$ cat src/rtl/led_pkg.sv
// Shared definitions for the LED pattern generator and its sequencer.
package led_pkg;

  // Generator pattern modes
  localparam logic [1:0] MODE_COUNT = 2'b00;
  localparam logic [1:0] MODE_SCAN  = 2'b01;
  localparam logic [1:0] MODE_LFSR  = 2'b10;
  localparam logic [1:0] MODE_ALT   = 2'b11;

  // Default dwell field width of a playlist entry
  localparam int unsigned LED_DWELL_W = 6;

  typedef enum logic [1:0] {
    SEQ_IDLE,
    SEQ_RUN,
    SEQ_OVR
  } seq_state_e;

  // One playlist entry: generator mode plus dwell in update ticks (minus one)
  typedef struct packed {
    logic [1:0]             mode;
    logic [LED_DWELL_W-1:0] dwell;
  } led_entry_t;

endpackage

$ cat src/rtl/led_tick_prescaler.sv
// Free-running tick prescaler: one tick every 2^PRESC_W enabled cycles.
module led_tick_prescaler #(
  parameter int unsigned PRESC_W = 4
) (
  input  logic i_clk,
  input  logic i_rst,
  input  logic i_clear,
  input  logic i_freeze,
  output logic o_tick
);

  logic [PRESC_W-1:0] r_cnt;

  // Counter: clear wins over freeze; freeze holds the value for later resume
  always_ff @(posedge i_clk or posedge i_rst) begin
    if (i_rst) begin
      r_cnt <= '0;
    end else if (i_clear) begin
      r_cnt <= '0;
    end else if (!i_freeze) begin
      r_cnt <= r_cnt + PRESC_W'(1);
    end
  end

  assign o_tick = (r_cnt == {PRESC_W{1'b1}});

endmodule

$ cat src/rtl/led_pattern_sequencer.sv
// Playlist sequencer driving the LED pattern generator's mode select and enable,
// with a manual override that preempts and later resumes the playlist.
module led_pattern_sequencer
  import led_pkg::*;
#(
  parameter int unsigned PRESC_W = 4,
  parameter int unsigned DWELL_W = LED_DWELL_W,
  parameter int unsigned LOOP    = 1
) (
  input  logic               i_clk,
  input  logic               i_rst,
  input  logic               i_cfg_we,
  input  logic [1:0]         i_cfg_addr,
  input  logic [1:0]         i_cfg_mode,
  input  logic [DWELL_W-1:0] i_cfg_dwell,
  input  logic [1:0]         i_len,
  input  logic               i_start,
  input  logic               i_stop,
  input  logic               i_man_req,
  input  logic [1:0]         i_man_mode,
  output logic [1:0]         o_gen_mode,
  output logic               o_gen_ena,
  output logic [1:0]         o_entry_idx,
  output logic               o_step_pulse,
  output logic               o_ovr_active,
  output logic               o_busy,
  output logic               o_done
);

  // Playlist storage
  logic [1:0]         r_pl_mode  [4];
  logic [DWELL_W-1:0] r_pl_dwell [4];

  // Sequencer state
  seq_state_e         r_state;
  seq_state_e         r_ret;        // state to return to when override ends
  logic               r_pend;       // start seen during override, applied on exit
  logic [1:0]         r_len;
  logic [1:0]         r_act_mode;   // active copy of the playing entry's mode
  logic [DWELL_W-1:0] r_dwell_cnt;

  // Registered outputs
  logic [1:0] r_gen_mode;
  logic       r_gen_ena;
  logic [1:0] r_entry_idx;
  logic       r_step_pulse;
  logic       r_ovr_active;
  logic       r_busy;
  logic       r_done;

  // Decode
  logic       w_tick;
  logic       w_presc_clear;
  logic       w_presc_freeze;
  logic       w_load;
  logic [1:0] w_load_idx;
  logic       w_len_latch;
  seq_state_e w_ret_next;
  logic       w_pend_next;

  led_tick_prescaler #(
    .PRESC_W (PRESC_W)
  ) u_presc (
    .i_clk    (i_clk),
    .i_rst    (i_rst),
    .i_clear  (w_presc_clear),
    .i_freeze (w_presc_freeze),
    .o_tick   (w_tick)
  );

  // Prescaler only runs in RUN; a man_req cycle freezes it so its tick is discarded
  assign w_presc_freeze = !((r_state == SEQ_RUN) && !i_man_req);

  // Entry-load, prescaler-clear and override return decisions
  always_comb begin
    w_load        = 1'b0;
    w_load_idx    = 2'd0;
    w_presc_clear = 1'b0;
    w_len_latch   = 1'b0;
    w_ret_next    = r_ret;
    w_pend_next   = r_pend;
    if (i_stop) begin
      w_ret_next  = SEQ_IDLE;
      w_pend_next = 1'b0;
    end else if (i_start) begin
      w_ret_next  = SEQ_RUN;
      w_pend_next = 1'b1;
    end
    unique case (r_state)
      SEQ_IDLE: begin
        if (!i_man_req && i_start) begin
          w_load        = 1'b1;
          w_presc_clear = 1'b1;
          w_len_latch   = 1'b1;
        end
      end
      SEQ_RUN: begin
        if (!i_man_req && !i_stop) begin
          if (i_start) begin
            w_load        = 1'b1;
            w_presc_clear = 1'b1;
            w_len_latch   = 1'b1;
          end else if (w_tick && (r_dwell_cnt == '0)) begin
            if (r_entry_idx != r_len) begin
              w_load     = 1'b1;
              w_load_idx = r_entry_idx + 2'd1;
            end else if (LOOP != 0) begin
              w_load = 1'b1;
            end
          end
        end
      end
      SEQ_OVR: begin
        w_len_latch = i_start && !i_stop;
        if (!i_man_req && (w_ret_next == SEQ_RUN) && w_pend_next) begin
          w_load        = 1'b1;
          w_presc_clear = 1'b1;
        end
      end
      default: ;
    endcase
  end

  // Playlist writes are accepted in any state
  always_ff @(posedge i_clk or posedge i_rst) begin
    if (i_rst) begin
      for (int i = 0; i < 4; i++) begin
        r_pl_mode[i]  <= MODE_COUNT;
        r_pl_dwell[i] <= '0;
      end
    end else if (i_cfg_we) begin
      r_pl_mode[i_cfg_addr]  <= i_cfg_mode;
      r_pl_dwell[i_cfg_addr] <= i_cfg_dwell;
    end
  end

  // Main FSM with registered outputs
  always_ff @(posedge i_clk or posedge i_rst) begin
    if (i_rst) begin
      r_state      <= SEQ_IDLE;
      r_ret        <= SEQ_IDLE;
      r_pend       <= 1'b0;
      r_len        <= 2'd0;
      r_act_mode   <= MODE_COUNT;
      r_dwell_cnt  <= '0;
      r_gen_mode   <= MODE_COUNT;
      r_gen_ena    <= 1'b0;
      r_entry_idx  <= 2'd0;
      r_step_pulse <= 1'b0;
      r_ovr_active <= 1'b0;
      r_busy       <= 1'b0;
      r_done       <= 1'b0;
    end else begin
      r_step_pulse <= 1'b0;
      r_done       <= 1'b0;
      if (w_len_latch) begin
        r_len <= i_len;
      end
      if (w_load) begin
        r_state      <= SEQ_RUN;
        r_pend       <= 1'b0;
        r_entry_idx  <= w_load_idx;
        r_act_mode   <= r_pl_mode[w_load_idx];
        r_dwell_cnt  <= r_pl_dwell[w_load_idx];
        r_gen_mode   <= r_pl_mode[w_load_idx];
        r_gen_ena    <= 1'b1;
        r_step_pulse <= 1'b1;
        r_ovr_active <= 1'b0;
        r_busy       <= 1'b1;
      end else begin
        unique case (r_state)
          SEQ_IDLE: begin
            if (i_man_req) begin
              r_state      <= SEQ_OVR;
              r_ret        <= SEQ_IDLE;
              r_pend       <= 1'b0;
              r_gen_mode   <= i_man_mode;
              r_gen_ena    <= 1'b1;
              r_ovr_active <= 1'b1;
              r_busy       <= 1'b0;
            end
          end
          SEQ_RUN: begin
            if (i_man_req) begin
              r_state      <= SEQ_OVR;
              r_ret        <= SEQ_RUN;
              r_pend       <= 1'b0;
              r_gen_mode   <= i_man_mode;
              r_ovr_active <= 1'b1;
            end else if (i_stop) begin
              r_state   <= SEQ_IDLE;
              r_gen_ena <= 1'b0;
              r_busy    <= 1'b0;
            end else if (w_tick) begin
              if (r_dwell_cnt == '0) begin
                // Only reachable at the last entry with looping disabled
                r_state   <= SEQ_IDLE;
                r_gen_ena <= 1'b0;
                r_busy    <= 1'b0;
                r_done    <= 1'b1;
              end else begin
                r_dwell_cnt <= r_dwell_cnt - DWELL_W'(1);
              end
            end
          end
          SEQ_OVR: begin
            if (i_man_req) begin
              r_gen_mode <= i_man_mode;
              r_ret      <= w_ret_next;
              r_pend     <= w_pend_next;
              r_busy     <= (w_ret_next == SEQ_RUN);
            end else if (w_ret_next == SEQ_RUN) begin
              // Resume the interrupted entry with its frozen dwell and prescaler
              r_state      <= SEQ_RUN;
              r_gen_mode   <= r_act_mode;
              r_gen_ena    <= 1'b1;
              r_ovr_active <= 1'b0;
              r_busy       <= 1'b1;
            end else begin
              r_state      <= SEQ_IDLE;
              r_pend       <= 1'b0;
              r_gen_ena    <= 1'b0;
              r_ovr_active <= 1'b0;
              r_busy       <= 1'b0;
            end
          end
          default: r_state <= SEQ_IDLE;
        endcase
      end
    end
  end

  assign o_gen_mode   = r_gen_mode;
  assign o_gen_ena    = r_gen_ena;
  assign o_entry_idx  = r_entry_idx;
  assign o_step_pulse = r_step_pulse;
  assign o_ovr_active = r_ovr_active;
  assign o_busy       = r_busy;
  assign o_done       = r_done;

endmodule
$ cat config.mk
export PLATFORM = sky130hd
export DESIGN_NAME = led_pattern_sequencer
export DESIGN_NICKNAME = d
export VERILOG_FILES = /design/src/rtl/led_pkg.sv /design/src/rtl/led_tick_prescaler.sv /design/src/rtl/led_pattern_sequencer.sv
export SDC_FILE = /design/constraint.sdc
export NUM_CORES = 1
export LEC_CHECK = 0
export ABC_AREA = 1
export ABC_CLOCK_PERIOD_IN_PS = 3700
export CORE_MARGIN = 8
export CORE_UTILIZATION = 60
export DETAILED_ROUTE_END_ITERATION = 12
export HOLD_SLACK_MARGIN = 0.06
export PLACE_DENSITY = 0.82
export SETUP_SLACK_MARGIN = 0.05
export SLEW_MARGIN = 0
export SYNTH_ARGS = -nofsm -noshare
export SYNTH_HDL_FRONTEND = slang
export SYNTH_SLANG_ARGS = --single-unit
$ cat constraint.sdc
create_clock -name i_clk -period 3.7 [get_ports i_clk]
set_input_delay 0.555 -clock i_clk [delete_from_list [all_inputs] [get_ports i_clk]]
set_output_delay 0.555 -clock i_clk [all_outputs]
set_load 0.02 [all_outputs]
# Word-level counts from Yosys, hierarchy flattened
# Cells that the tools add are included.
classes:
  addsub: 3
  magnitude_cmp: 3
  n_eq_ne: 21
  muxes: 84
  bitwise: 3
  reduce_logical: 27
ops:
  columns: ["cell", "n"]
  rows:
  - ["6-bit 2-to-1 mux", 9]
  - ["2-bit 2-to-1 mux", 24]
  - ["1-bit 2-to-1 mux", 33]
  - ["24-bit bitwise mux", 1]
  - ["1-bit one-hot mux with 3 select lines", 5]
  - ["5-bit AND reduction", 3]
  - ["6-bit binary-select mux with 2-bit select", 1]
  - ["6-bit demux with 2-bit select", 1]
  - ["4-bit != test (second input constant)", 3]
  - ["2-bit one-hot mux with 3 select lines", 2]
  - ["3-bit != test (second input constant)", 3]
  - ["3-bit AND reduction", 3]
  - ["8-bit bitwise mux", 1]
  - ["1-bit logical AND", 8]
  - ["4-bit 2-to-1 mux", 2]
  - ["2-bit != test (second input constant)", 4]
  - ["3-bit greater-or-equal comparator (second input constant)", 2]
  - ["6-bit zero test", 1]
  - ["2-bit NOT with 3-bit output", 2]
  - ["6-bit AND reduction", 1]
  - ["2-bit nonzero test", 3]
  - ["3-bit nonzero test", 2]
  - ["6-bit by 1-bit subtractor with 6-bit output (second input constant)", 1]
  - ["5-bit by 4-bit != test with 1-bit output (second input constant)", 1]
  - ["21 further kinds", 25]
totals:
  register_bits: 60
  inputBits: 20
  output_inout_bits: 9
  word_cells: 163

# Depth between registers and ports, before layout
depth:
  ltp_word: 11
  ltp_mapped: 14
  ltp_nobuf: 14

# Modules after synthesis
# From an unflattened synthesis, not the netlist that was laid out.
unflattened:
  hier_cells: 457
  area_unflattened_um2: 3353.2
by_module_without_submodules:
  columns: ["mod", "n_inst", "cells_per_inst", "area_per_inst_um2", "seq_area_each_um2"]
  rows:
  - ["led_pattern_sequencer", 1, 431, 3149.3, 1401.3]
  - ["led_tick_prescaler", 1, 26, 203.9, 100.1]

# Least setup slack after synthesis
# Ideal clock, no wire load.
synth_timing:
  path_kind: "register to register"
  start: "reg r_state[0]"
  end: "reg r_dwell_cnt[2]"
  setup_ns: 0.117
  t_arrival_ns: 1.726
  required_ns: 3.583
  path_slack_ns: 1.857
  stages_incl_launch_ff: 15
  path_buffers: 1
  path_cell_list: "dfrtp_1 inv_1 ha_1 inv_2 nor2_1 nand3_1 nor2_1 nor2_4 nand2_4 nand2_4 inv_4 buf_6 nand3_1 nand3_1 nand2_1"
synth_between:
  word_cells_on_any_way: 16
synth_lines:
  columns: ["element", "line", "text"]
  rows:
  - ["start: declaration", "led_pattern_sequencer.sv:35", "seq_state_e r_state;"]
  - ["start signal: assignment", "led_pattern_sequencer.sv:140", "r_state <= SEQ_IDLE;"]
  - ["start signal: assignment", "led_pattern_sequencer.sv:160", "r_state <= SEQ_RUN;"]
  - ["start signal: assignment", "led_pattern_sequencer.sv:174", "r_state <= SEQ_OVR;"]
  - ["2-bit equality test, or another cell as far along", "led_pattern_sequencer.sv:89", "unique case (r_state)"]
  - ["1-bit one-hot mux with 3 select lines *", "led_pattern_sequencer.sv:89", null]
  - ["net w_load", "led_pattern_sequencer.sv:55", "logic w_load;"]
  - ["2-bit != test (no line), or another cell as far along", null, null]
  - ["5-bit AND reduction (no line)", null, null]
  - ["end signal: assignment", "led_pattern_sequencer.sv:164", "r_dwell_cnt <= r_pl_dwell[w_load_idx];"]
  - ["end signal: assignment", "led_pattern_sequencer.sv:202", "r_dwell_cnt <= r_dwell_cnt - DWELL_W'(1);"]
  - ["end: declaration", "led_pattern_sequencer.sv:40", "logic [DWELL_W-1:0] r_dwell_cnt;"]
# Mark *: on every way through the listed nets, which the timed path passes. The rest lies on a longest branch. The select of a mux whose other input is x is not followed.
# A chain may end at the register's enable or synchronous reset.

# Final worst setup path
layout_timing:
  start: "reg r_state[0]"
  end: "reg r_dwell_cnt[3]"
layout_between:
  elab_chain_len: 7
  word_cells_on_any_way: 16
layout_rtl:
  columns: ["element", "line", "text"]
  rows:
  - ["2-bit by 1-bit equality test with 1-bit output", "led_pattern_sequencer.sv:89, led_pattern_sequencer.sv:171", null]
  - ["2-bit 2-to-1 mux", "led_pattern_sequencer.sv:89", null]
  - ["2-bit NOT with 3-bit output (not written as such)", "led_pattern_sequencer.sv:164", null]
  - ["6-bit binary-select mux with 2-bit select", "led_pattern_sequencer.sv:164", null]
  - ["6-bit 2-to-1 mux (not written as such) (2 in series)", "led_pattern_sequencer.sv:164", null]
  - ["6-bit 2-to-1 mux", "led_pattern_sequencer.sv:159", "if (w_load) begin"]
# Parallel ways exist; a longest one is shown, timed or not. The select of a mux whose other input is x is not followed.

==> metrics <==
worst setup path end=r_dwell_cnt[3]; Worst R2R Path Depth=13; reg2reg start=r_state[0]; Max IR drop VDD=0.508 mV; postcts setup bufs=0; clk sinks=60; critical path class=flip-flop to flip-flop; reg2reg end=r_dwell_cnt[3]; largest net degree at the start of global routing=33; first-pass GRT wire length=13800 um; mapped cell area=0.00338 sq mm; register bit count reported by yosys=60; top post-synthesis cells by area=dfrtp_1 (44%), nand2_1 (15%), inv_1 (6.9%); Least-Margin Pin Slew=0.678 ns; Final Util=0.711; Initial Util=0.618; routed len/inst=14.2 um; dominant synthesized flop cell=dfrtp_1; hpwl dp=5780 um; # Max-Cap Violations=0; initial antenna violation count=0; first drt pass iteration count=5; Area Overhead vs Synth=15.0%; Setup-failing EPs final=0; Mean Syn Cell Area=7.47 sq um; synth warn=0; beginning of the critical path=r_state[0]; Yosys cell types=31; fin crit share=0.600; Max Root-Sink Buffers=2; CTS Hold Buffers Added=0; final hold vios=0; port bufs=28; Critical Path RT=3.94 ns; Setup WS pre-CTS=1.18 ns; Core Region=0.00547 sq mm; GP Congestion=0.925; setup ws final=1.48 ns; sequential area share after synthesis=0.444; Async S/R FF share, synth=1.00; DRT antenna net count=0; Clk Latency, worst-skew pair=0.35 ns; Net Count, Synth=480; number of global-route vias before repair=2948; CTS buffer count=9; CTS tree=built; startpoint types=flip-flop; R2R Setup Slk=1.48 ns; CTS root buf=clkbuf_8; maximum clock frequency=0.450 GHz; Comb pwr share=0.375; share of layout cells above drive strength 1=0.0980; Setup crit end kind=flip-flop; Post-synth EDFFs=0; switch share=0.395; Internal=1.48 mW; PD cells=630 mW/mm^2; remaining global-route overflow=0; final max-slew violation count=0; DRT iter0 DRCs=190; Fin Setup TNS=0 ns; Mapped Cells=453; Max-Slew Margin vs Limit=0.547; vias=3012; Critical Path AT=2.46 ns; DRC violation count after routing=0; cell row count=27; share of the synthesized area in the top cell type=0.444; Die Area=0.00830 sq mm; NumNets Final=512; die width=91.1 um; Tmin final=2.22 ns; Hold Crit Depth=2; vias per std cell=5.36; Hold Path Class=flip-flop to flip-flop; clk_skew=0.00950 ns; part of the power in the clock network=0.233; PostCTS Resize Cnt=0; Top-Level Pins=29; die height=91.1 um; overall routing resource usage=0.205; static leakage=2.03 nW; Worst-path clk slew=0.07 ns; CTS HTree Levels=3; ant diodes=0; Sw Pwr=0.968 mW; Max FO, Critical Path=16; status=finished, final reports clean; WHS=0.482 ns; RSZ-0062 raised after global routing=false; register share of total power=0.391; Routed WL=8010 um; largest area contributor in the netlist=dfrtp_1
[synthesized netlist by cell type, drive strengths merged (7+ instances only)]
| cell type | number |
|---|---|
| a21oi | 7 |
| dfrtp | 60 |
| ha | 7 |
| inv | 73 |
| nand3 | 46 |
| o21ai | 45 |
| nand2 | 145 |
| nor2 | 39 |
[metal layers]
| metal | GRT usage | vias to the layer above | wire, um |
|---|---|---|---|
| met1 | 0.247 | 1412 | 3480 |
| met3 | 0.0551 | 15 | 419 |
| met2 | 0.341 | 100 | 3950 |
| met5 | 0 | - | 0 |
| li1 | - | 1485 | - |
| met4 | 0.0832 | 0 | 161 |
[kinds of logic (layout without fill, tap and decap cells)]
| kind of cell | count (synthesis) | in the layout | synth area share |
|---|---|---|---|
| compound gates | 57 | 57 | 0.0910 |
| xor+xnor | 6 | 6 | 0.0155 |
| fa+ha+maj | 7 | 7 | 0.0259 |
| buf+inv | 81 | 118 | 0.0976 |
| flops | 60 | 60 | 0.444 |
| simple gates | 242 | 242 | 0.326 |
[layout make-up]
class / count / area [sq um]
flip-flops and latches: 60 / 1500
clock inverters: 5 / 52.6
multi-input cells: 312 / 1550
well taps: 72 / 90.1
inverters: 73 / 277
clock buffers: 11 / 131
repair buffers: 29 / 288
fillers: 472 / 1580
[stage by stage]
stage	total power, mW	instance area, sq um	std cells
after global routing	2.63	3890	562
after global placement	1.86	3710	546
after detailed placement	1.88	3710	546
after floorplan	1.60	3380	453
after CTS	2.46	3890	562
final	2.45	3890	562
[placed cells by master (no fill, tap or decap), types with 2 or more instances in the layout]
cell type / n
xnor2_1: 2
clkbuf_8: 9
nand2_1: 139
nor2_1: 30
nor3_1: 4
o211ai_2: 2
dfrtp_1: 60
xor2_1: 4
o21ai_1: 6
nand3_1: 42
clkdlybuf4s50_1: 28
nor2_2: 5
ha_1: 7
nand2_2: 3
nand2_4: 3
o21ai_0: 39
nor2_4: 3
a21oi_1: 7
inv_1: 61
clkbuf_1: 2
clkinv_2: 3
nand4_1: 4
nand3b_1: 3
inv_2: 11
nand3_2: 3
[worst max-delay path, cell delays in order, from the launching register on]
cell and delay (ns):
dfrtp_1 0.45, inv_1 0.14, ha_1 0.19, inv_2 0.06
nor2_1 0.11, nand3_1 0.17, nor2_1 0.21, nor2_4 0.07
nand2_4 0.10, nand2_4 0.13, inv_4 0.19, nand3_1 0.13
nand3_1 0.10, nand2_1 0.05
[power groups by stage]
stage	Sequential [mW]	Clock [mW]	Combinational, mW
floorplan	0.976	0	0.627
global placement	0.958	0	0.900
detailed placement	0.965	0	0.915
CTS	0.955	0.577	0.925
global route	0.976	0.606	1.05
finish	0.959	0.572	0.919
[registers in the layout, indices dropped and copies added, names as in the netlist, 2 cells and up]
| signal | count |
|---|---|
| r_dwell_cnt | 6 |
| o_entry_idx | 2 |
| r_act_mode | 2 |
| r_pl_dwell | 24 |
| o_gen_mode | 2 |
| r_ret | 2 |
| r_len | 2 |
| r_pl_mode | 8 |
| r_state | 2 |
| u_presc.r_cnt | 4 |
[how the worst min path moves through the flow]
stage	startpoint	slack, ns	to
6_report	r_pl_dwell[9]	0.48	r_pl_dwell[9]
2_1_floorplan	r_pl_dwell[14]	0.44	r_pl_dwell[14]
5_1_grt	r_pl_mode[0]	0.50	r_pl_mode[0]
4_1_cts	r_pl_dwell[15]	0.48	r_pl_dwell[15]
3_3_place_gp	r_pl_dwell[15]	0.46	r_pl_dwell[15]
3_5_place_dp	r_pl_dwell[15]	0.47	r_pl_dwell[15]
Power figures use the tool's default switching activity.
